===== config.mk =====
export PLATFORM = sky130hd
export DESIGN_NAME = frame_reader
export DESIGN_NICKNAME = d
export VERILOG_FILES = /design/src/rtl/frame_pkg.sv /design/src/rtl/frame_fifo.sv /design/src/rtl/frame_reader.sv
export SDC_FILE = /design/constraint.sdc
export NUM_CORES = 1
export LEC_CHECK = 0
export CAP_MARGIN = 20
export CELL_PAD_IN_SITES_DETAIL_PLACEMENT = 2
export CELL_PAD_IN_SITES_GLOBAL_PLACEMENT = 2
export CORE_MARGIN = 2
export CORE_UTILIZATION = 35
export DETAILED_ROUTE_END_ITERATION = 8
export MAX_ROUTING_LAYER = met4
export PLACE_DENSITY = 0.83
export RECOVER_POWER = 25
export SLEW_MARGIN = 20
export SYNTH_ARGS = -nofsm -noshare
export SYNTH_HDL_FRONTEND = slang
export SYNTH_SLANG_ARGS = --single-unit

===== constraint.sdc =====
create_clock -name clk -period 3.8 [get_ports clk]
set_input_delay 0.76 -clock clk [delete_from_list [all_inputs] [get_ports clk]]
set_output_delay 0.76 -clock clk [all_outputs]
set_load 0.01 [all_outputs]

===== src/rtl/frame_pkg.sv =====
// Shared types and default geometry for the frame-buffer read path.
package frame_pkg;

    localparam int DEF_ADDR_WIDTH = 17;
    localparam int DEF_DATA_WIDTH = 12;
    localparam int DEF_H_RES      = 320;
    localparam int DEF_V_RES      = 240;
    localparam int DEF_FIFO_DEPTH = 4;
    localparam int PIX_W          = 12;

    typedef logic [PIX_W-1:0] pixel_t;

    typedef struct packed {
        logic [3:0] r;
        logic [3:0] g;
        logic [3:0] b;
    } rgb_t;

    typedef enum logic [1:0] {
        IDLE  = 2'd0,
        READ  = 2'd1,
        DRAIN = 2'd2
    } fr_state_t;

    typedef struct packed {
        pixel_t data;
        logic   sof;
        logic   eol;
    } fifo_entry_t;

    function automatic pixel_t rgb_to_pixel(input rgb_t c);
        return {c.r, c.g, c.b};
    endfunction

endpackage


===== src/rtl/frame_fifo.sv =====
// Synchronous FIFO of tagged pixel entries; the head entry is visible combinationally.
module frame_fifo
    import frame_pkg::*;
#(
    parameter int DEPTH = DEF_FIFO_DEPTH,
    parameter int CW    = $clog2(DEPTH) + 1
) (
    input  logic          clk,
    input  logic          rst_n,
    input  logic          push,
    input  fifo_entry_t   push_entry,
    input  logic          pop,
    output fifo_entry_t   head,
    output logic [CW-1:0] count,
    output logic          empty
);

    localparam int AW = $clog2(DEPTH);

    fifo_entry_t   mem [DEPTH];
    logic [AW-1:0] wr_ptr;
    logic [AW-1:0] rd_ptr;
    logic          full;
    logic          do_push;
    logic          do_pop;

    assign empty   = (count == '0);
    assign full    = (count == CW'(DEPTH));
    assign do_pop  = pop & ~empty;
    // a push into a full FIFO is only accepted when the head leaves on the same edge
    assign do_push = push & (~full | do_pop);
    assign head    = mem[rd_ptr];

    always_ff @(posedge clk) begin
        if (do_push) begin
            mem[wr_ptr] <= push_entry;
        end
    end

    always_ff @(posedge clk or negedge rst_n) begin
        if (!rst_n) begin
            wr_ptr <= '0;
            rd_ptr <= '0;
            count  <= '0;
        end else begin
            if (do_push) begin
                wr_ptr <= wr_ptr + 1'b1;
            end
            if (do_pop) begin
                rd_ptr <= rd_ptr + 1'b1;
            end
            case ({do_push, do_pop})
                2'b10:   count <= count + 1'b1;
                2'b01:   count <= count - 1'b1;
                default: count <= count;
            endcase
        end
    end

endmodule


===== src/rtl/frame_reader.sv =====
// Raster-order frame-buffer reader feeding a tagged valid/ready pixel stream.
// Define FRAME_READER_LOOP_EN for continuous multi-frame reading with a stop input.
module frame_reader
    import frame_pkg::*;
#(
    parameter int ADDR_WIDTH = DEF_ADDR_WIDTH,
    parameter int DATA_WIDTH = DEF_DATA_WIDTH,
    parameter int H_RES      = DEF_H_RES,
    parameter int V_RES      = DEF_V_RES,
    parameter int FIFO_DEPTH = DEF_FIFO_DEPTH
) (
    input  logic                  clk,
    input  logic                  rst_n,
    input  logic                  start,
`ifdef FRAME_READER_LOOP_EN
    input  logic                  stop,
`endif
    output logic                  busy,
    output logic                  frame_done,
    output logic [ADDR_WIDTH-1:0] sram_addr,
    output logic                  sram_we,
    output logic [DATA_WIDTH-1:0] sram_din,
    input  logic [DATA_WIDTH-1:0] sram_dout,
    output logic                  m_valid,
    input  logic                  m_ready,
    output logic [DATA_WIDTH-1:0] m_data,
    output logic                  m_sof,
    output logic                  m_eol,
    output logic [1:0]            dbg_state
);

    localparam int XW = (H_RES > 1) ? $clog2(H_RES) : 1;
    localparam int YW = (V_RES > 1) ? $clog2(V_RES) : 1;
    localparam int CW = $clog2(FIFO_DEPTH) + 1;
    localparam logic [XW-1:0] X_LAST = XW'(H_RES - 1);
    localparam logic [YW-1:0] Y_LAST = YW'(V_RES - 1);

    fr_state_t             state;
    fr_state_t             state_nxt;
    logic [ADDR_WIDTH-1:0] addr_cnt;
    logic [XW-1:0]         x_cnt;
    logic [YW-1:0]         y_cnt;
    logic [YW-1:0]         pop_y;
    logic                  rd_pending;
    logic                  pend_sof;
    logic                  pend_eol;
    logic                  issue;
    logic                  pop;
    logic                  last_issue;
    logic                  frame_end_pop;
    logic                  stop_req;
    logic [CW:0]           occ_after;
    fifo_entry_t           push_entry;
    fifo_entry_t           head;
    logic [CW-1:0]         fifo_count;
    logic                  fifo_empty;

    // Stream handshake: a beat transfers on a rising edge where m_valid and
    // m_ready are both high; once m_valid rises, m_data/m_sof/m_eol hold
    // until that edge.
    assign m_valid = ~fifo_empty;
    assign pop     = m_valid & m_ready;
    assign m_data  = m_valid ? DATA_WIDTH'(head.data) : '0;
    assign m_sof   = m_valid & head.sof;
    assign m_eol   = m_valid & head.eol;

    assign sram_we   = 1'b0;
    assign sram_din  = '0;
    assign sram_addr = addr_cnt;
    assign busy      = (state != IDLE);
    assign dbg_state = state;

    // Reads already in flight count against FIFO space so a returning word always fits.
    assign occ_after  = {1'b0, fifo_count} + {{CW{1'b0}}, rd_pending} - {{CW{1'b0}}, pop};
    assign issue      = (state == READ) && (occ_after < (CW + 1)'(FIFO_DEPTH));
    assign last_issue = issue && (x_cnt == X_LAST) && (y_cnt == Y_LAST);

    assign frame_end_pop = pop && head.eol && (pop_y == Y_LAST);
    assign frame_done    = frame_end_pop;

    assign push_entry = '{data: pixel_t'(sram_dout), sof: pend_sof, eol: pend_eol};

`ifdef FRAME_READER_LOOP_EN
    logic stop_seen;

    assign stop_req = stop_seen | stop;

    always_ff @(posedge clk or negedge rst_n) begin
        if (!rst_n) begin
            stop_seen <= 1'b0;
        end else if (state == IDLE) begin
            stop_seen <= 1'b0;
        end else if (state == READ) begin
            if (last_issue) begin
                stop_seen <= 1'b0;
            end else if (stop) begin
                stop_seen <= 1'b1;
            end
        end
    end
`else
    assign stop_req = 1'b1;
`endif

    always_ff @(posedge clk or negedge rst_n) begin
        if (!rst_n) begin
            state <= IDLE;
        end else begin
            state <= state_nxt;
        end
    end

    always_comb begin
        state_nxt = state;
        unique case (state)
            IDLE: begin
                if (start) begin
                    state_nxt = READ;
                end
            end
            READ: begin
                if (last_issue && stop_req) begin
                    state_nxt = DRAIN;
                end
            end
            DRAIN: begin
                if (frame_end_pop && !rd_pending && (fifo_count == CW'(1))) begin
                    state_nxt = IDLE;
                end
            end
            default: state_nxt = IDLE;
        endcase
    end

    // Raster walk; tags are latched at issue so they travel with the returning word.
    always_ff @(posedge clk or negedge rst_n) begin
        if (!rst_n) begin
            addr_cnt   <= '0;
            x_cnt      <= '0;
            y_cnt      <= '0;
            rd_pending <= 1'b0;
            pend_sof   <= 1'b0;
            pend_eol   <= 1'b0;
        end else begin
            rd_pending <= issue;
            if (issue) begin
                pend_sof <= (addr_cnt == '0);
                pend_eol <= (x_cnt == X_LAST);
                if (x_cnt == X_LAST) begin
                    x_cnt <= '0;
                    if (y_cnt == Y_LAST) begin
                        y_cnt    <= '0;
                        addr_cnt <= '0;
                    end else begin
                        y_cnt    <= y_cnt + 1'b1;
                        addr_cnt <= addr_cnt + 1'b1;
                    end
                end else begin
                    x_cnt    <= x_cnt + 1'b1;
                    addr_cnt <= addr_cnt + 1'b1;
                end
            end
        end
    end

    // Line count on the output side identifies the final pixel of each frame.
    always_ff @(posedge clk or negedge rst_n) begin
        if (!rst_n) begin
            pop_y <= '0;
        end else if (pop && head.eol) begin
            pop_y <= (pop_y == Y_LAST) ? '0 : pop_y + 1'b1;
        end
    end

    frame_fifo #(
        .DEPTH (FIFO_DEPTH),
        .CW    (CW)
    ) u_fifo (
        .clk        (clk),
        .rst_n      (rst_n),
        .push       (rd_pending),
        .push_entry (push_entry),
        .pop        (pop),
        .head       (head),
        .count      (fifo_count),
        .empty      (fifo_empty)
    );

endmodule


==> results.ini, run 1 <==
[timing]
finalHoldViolations = 0
slew_headroom = -0.506
clock_skew_ps = 3.60
worst_pin_slew_ps = 2260
setup_viol = 0
fin_setup_tns_ps = 0
drv_slew = 40
rsz0062_at_grt = false
fin_crit_ps = 3330
period_share = 0.876
hold_ws_ps = 516
fmax_ghz = 0.300

[clocking]
cts_hold_buf = 0
clk_pin_slew_ps = 80
post_cts_resized = 0
clk_path_buf_depth = 2
cts_tree = built
clkLatencyLatePin_ps = 350
clockRootBuffer = clkbuf_16
cts_buffers = 9
cts_setup_buffers = 0
htreeDepth = 3
cts.sinks = 110

[power_and_ir_drop]
p_clk_frac = 0.222
seqPwrFrac = 0.398
power.density_nw_per_um2 = 671
swShare = 0.363
ir_worst_vdd_mv = 0.255
switchingPower_w = 0.00152
finalPower_w = 0.00418
leakagePower_nw = 2.39
p_int_w = 0.00266
combPwrFrac = 0.380

[drt]
avgViaCountPerCell = 5.33
dr.pass1.iters = 4
wl_per_cell_um = 20.3
ant_nets = 0
drc = 0
drt_iter0_markers = 242
via_count = 3596
wl_um = 13700

[critical_path]
reg2reg_from = u_fifo.count[1]
arrival_ps = 2570
crit_path_start_kind = register
end_kind = output port
crit_start = u_fifo.rd_ptr[0]
cp.required_ps = 3040
crit_fanout = 9
crit_type = reg2out

[synthesis]
synth_cell_types = 51
syn_avg_cell_area_sq_um = 12.3
ys_warn_count = 0
synth.cell_area_sq_um = 5260
synthFlopType = edfxtp_1
ys_ff_latch = 110
syn_inst = 428
async_flop_share = 0.491
ys_seq_area_frac = 0.577
synth_enable_flop_cells = 56

[placed_design]
io_buffers = 51
place.detailed.hpwl_um = 9760
place.detailed.instances = 659
gp_congestion = 0.798

[global_routing]
grt_antenna_before_repair = 0
grtUsageTotal = 0.188
gr-total-overflow = 0
grt_max_degree = 40
grt_pass1_vias = 4074
grt_first_pass_wirelength_um = 22800

[floorplanning]
die_x_um = 127
core_area_sq_um = 14600
ios = 65
die_h_um = 127
design.die.area_sq_um = 16000
fp-row-count = 44
start_util = 0.360

[cells_and_area]
syn_to_final_growth_pct = 18.5
drive_gt1_frac = 0.102
fill_cells = 1478
fin_cells = 675
utilization = 0.427
nets = 519
antenna_cells = 0

[outcome]
status = finished, violations left
violations = max-capacitance violations, max-slew violations

[job]
drv_cap = 1

[worst_hold_path]
hp-class = reg2reg
hold_path.startpoint = y_cnt[7]

## critical path, stage by stage, from the launching register on
cell,delay [ps]
dfrtp_1,670
buf_4,310
mux4_1,580
and2_1,180
clkdlybuf4s50_1,480
## worst paths after layout
path / end / slack (ps) / cells past startpoint
max: m_data[1] / 470 / 4
min: y_cnt[7] / 520 / 1
max reg2reg: sram_addr[7] / 790 / 13
min reg2reg: y_cnt[7] / 520 / 1
max in group asynchronous: pop_y[2] / 1440 / 1
min in group asynchronous: sram_addr[6] / 1070 / 1
## layout make-up
type                       count  area [sq um]  area share
sequential                   110          3030       0.487
multi-input combinational    286          2030       0.326
clock inverter                 7          61.3     0.00984
timing repair buffer          62           587      0.0942
clock buffer                   9           225      0.0362
tap                          184           230      0.0370
inverter                      17          63.8      0.0102
## metal layers
metal / track usage / wire [um]
met2: 0.332 / 7480
met4: 0.0433 / 152
met1: 0.224 / 5730
met3: 0.0329 / 356
met5: - / 0
## Yosys cell counts (all sizes together) (14+ instances only)
cell type / instances / area share
edfxtp: 56 / 0.32
dfrtp: 54 / 0.26
mux4: 14 / 0.063
nand3: 24 / 0.024
buf: 23 / 0.031
ha: 17 / 0.040
and2: 20 / 0.024
o31ai: 15 / 0.021
inv: 17 / 0.012
o21ai: 39 / 0.038
nand2: 36 / 0.026
nor2: 24 / 0.017
## power groups by stage
stage | clock network [W] | logic (W) | registers, W
final | 0.000929 | 0.00159 | 0.00166
after global routing | 0.00100 | 0.00176 | 0.00170
after CTS | 0.000960 | 0.00163 | 0.00167
after detailed placement | 0 | 0.00161 | 0.00169
after global placement | 0 | 0.00150 | 0.00166
after floorplan | 0 | 0.000986 | 0.00162
## through the flow
stage | area, sq um | setup slack (ps)
2_1_floorplan | 5300 | 1140
3_5_place_dp | 5940 | 219
5_1_grt | 6230 | 308
4_1_cts | 6230 | 414
6_report | 6230 | 471
3_3_place_gp | 5940 | 476
## state kept, by name, indices dropped and copies added, names as in the netlist
name           flops
pend_eol           1
x_cnt              9
u_fifo.rd_ptr      2
rd_pending         1
u_fifo.mem        56
pop_y              8
y_cnt              8
u_fifo.count       3
u_fifo.wr_ptr      2
dbg_state          2
pend_sof           1
sram_addr         17
## cells by family (layout without fill, tap and decap cells)
logic type / count (synthesis) / after routing / share of synthesized area
AO/OA/AOI/OAI: 81 / 81 / 0.0962
buffers and inverters: 44 / 95 / 0.0460
AND/OR/NAND/NOR: 146 / 146 / 0.150
flip-flops: 110 / 110 / 0.577
adder cells (fa/ha/maj): 17 / 17 / 0.0405
multiplexers: 18 / 18 / 0.0710
XOR/XNOR: 11 / 11 / 0.0183
other: 1 / 13 / 0.000714
## placed cells by master (no fill, tap or decap), drive strengths merged, types with 7 or more instances in the layout
master / instances
o31ai: 15
dfrtp: 54
clkbuf: 10
edfxtp: 56
and2: 20
conb: 13
xnor2: 10
nor3: 7
ha: 17
nand2: 36
nor2: 24
mux4: 14
inv: 23
dlygate4sd3: 12
o21ai: 39
buf: 11
a21oi: 8
clkdlybuf4s50: 38
nand3: 24
nand4: 8
(Power assumes the default switching activity.)
==> run 2, diff against run 1 <==
- ABC_AREA: not set -> 1
- PLACE_DENSITY: 0.83 -> 0.88
==> run 2 against run 1 <==
The flow still finishes with violations (max-capacitance violations, max-slew violations). Cell count rose by 35%. Clock skew increased by 8.3 ps. Clock power is 2.5% lower. Sequential power rose by 4%. Global-route usage up 2.0 points. Largest power group is now combinational cells. Via count is 27% higher. Count of clock-buffer cells in the layout is 1 higher. Routed wire length increased by 23%. Die area increased by 9.1%. Combinational power rose by 36%. Final area is 7.3% higher. Register-to-register slack gained 90 ps.
==> results.ini, run 2 <==
[synthesis]
synth.cell_area_sq_um = 5750
ys_ff_latch = 110
synthTopCellsByCount = nand2_1, nor2_1, inv_1
synthTopCellsByArea = edfxtp_1, dfrtp_1, nand2_1
ys_seq_area_frac = 0.528
synth_cell_types = 40
synth_enable_flop_cells = 56
ys_warn_count = 0
syn_avg_cell_area_sq_um = 8.97
async_flop_share = 0.491
yosysTopAreaCell = edfxtp_1
yosysTopAreaCellShare = 0.292
syn_inst = 641
synthFlopType = edfxtp_1
yosysMostFrequentCell = nand2_1

[power_and_ir_drop]
power.density_nw_per_um2 = 717
ir_worst_vdd_mv = 0.240
leakagePower_nw = 2.84

[critical_path]
cp.depth = 8
critPathSlowestCell = clkdlybuf4s50_1
worstPathCellList = buf_4 > inv_1 > nand3_1 > nand2_1 > nor2_2 > inv_1 > nor2_1 > clkdlybuf4s50_1
cp_num_buf_inv = 4
arrival_ps = 2470
reg2reg_depth = 16
crit_type = reg2out
crit_path_start_kind = register
end_kind = output port
crit_top_cell = inv_1
cpLargestDelayFamily = buffers and inverters
crit_fanout = 16
cp.required_ps = 3040
cp_slowest_stage_delay_ps = 570

[global_routing]
grt_first_pass_wirelength_um = 27800
gr-total-overflow = 0
grt_max_degree = 41
grtUsageTotal = 0.208
grt_pass1_vias = 5188
grt_antenna_before_repair = 0

[cells_and_area]
largest-register = u_fifo.mem
fill_cells = 1802
nets = 724
syn_to_final_growth_pct = 16.3
largest_register_ffs = 56
drive_gt1_frac = 0.0733
antenna_cells = 0
final_cell_mix = nand2_1, nor2_1, inv_1
layout_commonest_cell = nand2_1

[clocking]
clkLatencyLatePin_ps = 360
cts.sinks = 110
cts_tree = built
cts_buffers = 9
clk_path_buf_depth = 2
post_cts_resized = 0
htreeDepth = 3
cts_hold_buf = 0
clk_pin_slew_ps = 70
clockRootBuffer = clkbuf_16
cts_setup_buffers = 0

[placed_design]
io_buffers = 51
place.detailed.hpwl_um = 12300
pre_cts_ws_ps = 516
gp_congestion = 0.825

[timing]
fin_setup_tns_ps = 0
setup_viol = 0
rsz0062_at_grt = false
finalHoldViolations = 0
slew_headroom = -0.605
period_share = 0.851
worst_pin_slew_ps = 2410
fmax_ghz = 0.309
clock_skew_ps = 11.9
drv_slew = 41
timing.final.ws_setup_ps = 567
fin_crit_ps = 3230

[floorplanning]
start_util = 0.361
core_area_sq_um = 15900
ios = 65
die_h_um = 132
fp-row-count = 46
design.die.area_sq_um = 17500
die_x_um = 132

[outcome]
violations = max-capacitance violations, max-slew violations
status = finished, violations left

[drt]
wl_um = 16900
drt_iter0_markers = 200
dr.pass1.iters = 4
via_count = 4565
ant_nets = 0
drc = 0
wl_per_cell_um = 18.5
avgViaCountPerCell = 5.01

[worst_hold_path]
hp-class = reg2reg
holdPathStages = 2

[job]
drv_cap = 1

-- run 2: cell count changes in the layout (fill, tap and decap cells not counted), moves of 6 or more --
cell      change
a21oi_1      +17
and2_1       -19
inv_1        +45
mux4_2       -10
nand2_1      +94
nand3_1      +10
nand4_1       +8
nor2_1       +73
nor2b_1       -6
o211ai_1      +8
o21ai_1       +8
o31ai_1      -15
xor2_1       +14
-- run 2: cell families (layout without fill, tap and decap cells) --
family                     after synthesis  after routing  synth area share
adders and majority gates               17             17            0.0370
DFF                                    110            110             0.528
xor gates and xnor gates                22             22            0.0335
AOI/OAI and AO/OA                       93             93            0.0903
buffers and inverters                  100            143            0.0847
and+or+nand+nor                        298            298             0.226
other                                    1             13          0.000652
-- run 2: per-stage QoR --
step                      instances  power, W   util  area [sq um]  hold WS (ps)
after floorplan                 653   0.00312      -          5790           464
after global placement          896   0.00371  0.402          6410           484
after detailed placement        896   0.00393  0.402          6410           500
after CTS                       912   0.00486  0.419          6690           521
after global routing            912   0.00514  0.419          6680           554
final                           912   0.00479  0.419          6680           526
-- run 2: worst paths after layout --
path,slack [ps],from,end
worst min-delay path,530,y_cnt[1],y_cnt[1]
max in group asynchronous,1290,rst_n,y_cnt[7]
worst max register to register,880,u_fifo.count[0],x_cnt[2]
worst min register to register,530,y_cnt[1],y_cnt[1]
min in group asynchronous,1140,rst_n,x_cnt[6]
worst max-delay path,570,u_fifo.rd_ptr[1],frame_done
-- run 2: report_power, final --
part	total [W]	internal [W]	switching [W]
Combinational	0.00217	0.000808	0.00136
Clock	0.000906	0.000451	0.000455
Sequential	0.00172	0.00151	0.000210
-- run 2: area by class of cell --
type / count / area (sq um) / share of cell area
Sequential cell: 110 / 3030 / 0.454
Inverter: 66 / 250 / 0.0374
Clock buffer: 10 / 229 / 0.0343
Tap cell: 216 / 270 / 0.0404
Timing Repair Buffer: 61 / 579 / 0.0867
Multi-Input combinational cell: 443 / 2270 / 0.340
Clock inverter: 6 / 47.5 / 0.00711
-- run 2: worst reg2reg max path: stages, from the launching register on --
cell	delay, ps
dfrtp_1	430
inv_1	120
ha_1	220
nand2_1	150
nand2_2	100
inv_1	130
ha_1	180
inv_1	50
ha_1	290
nand3_1	130
nand2_1	70
nand2_1	100
nand3_4	100
nor2_8	320
inv_4	200
nand2_1	150
o21ai_2	60
-- run 2: per-layer routing --
| metal | track usage | routed length (um) | share of wire |
|---|---|---|---|
| met3 | 0.0334 | 384 | 0.023 |
| met5 | - | 0 | 0 |
| met1 | 0.236 | 6950 | 0.41 |
| met4 | 0.0586 | 263 | 0.016 |
| met2 | 0.380 | 9270 | 0.55 |
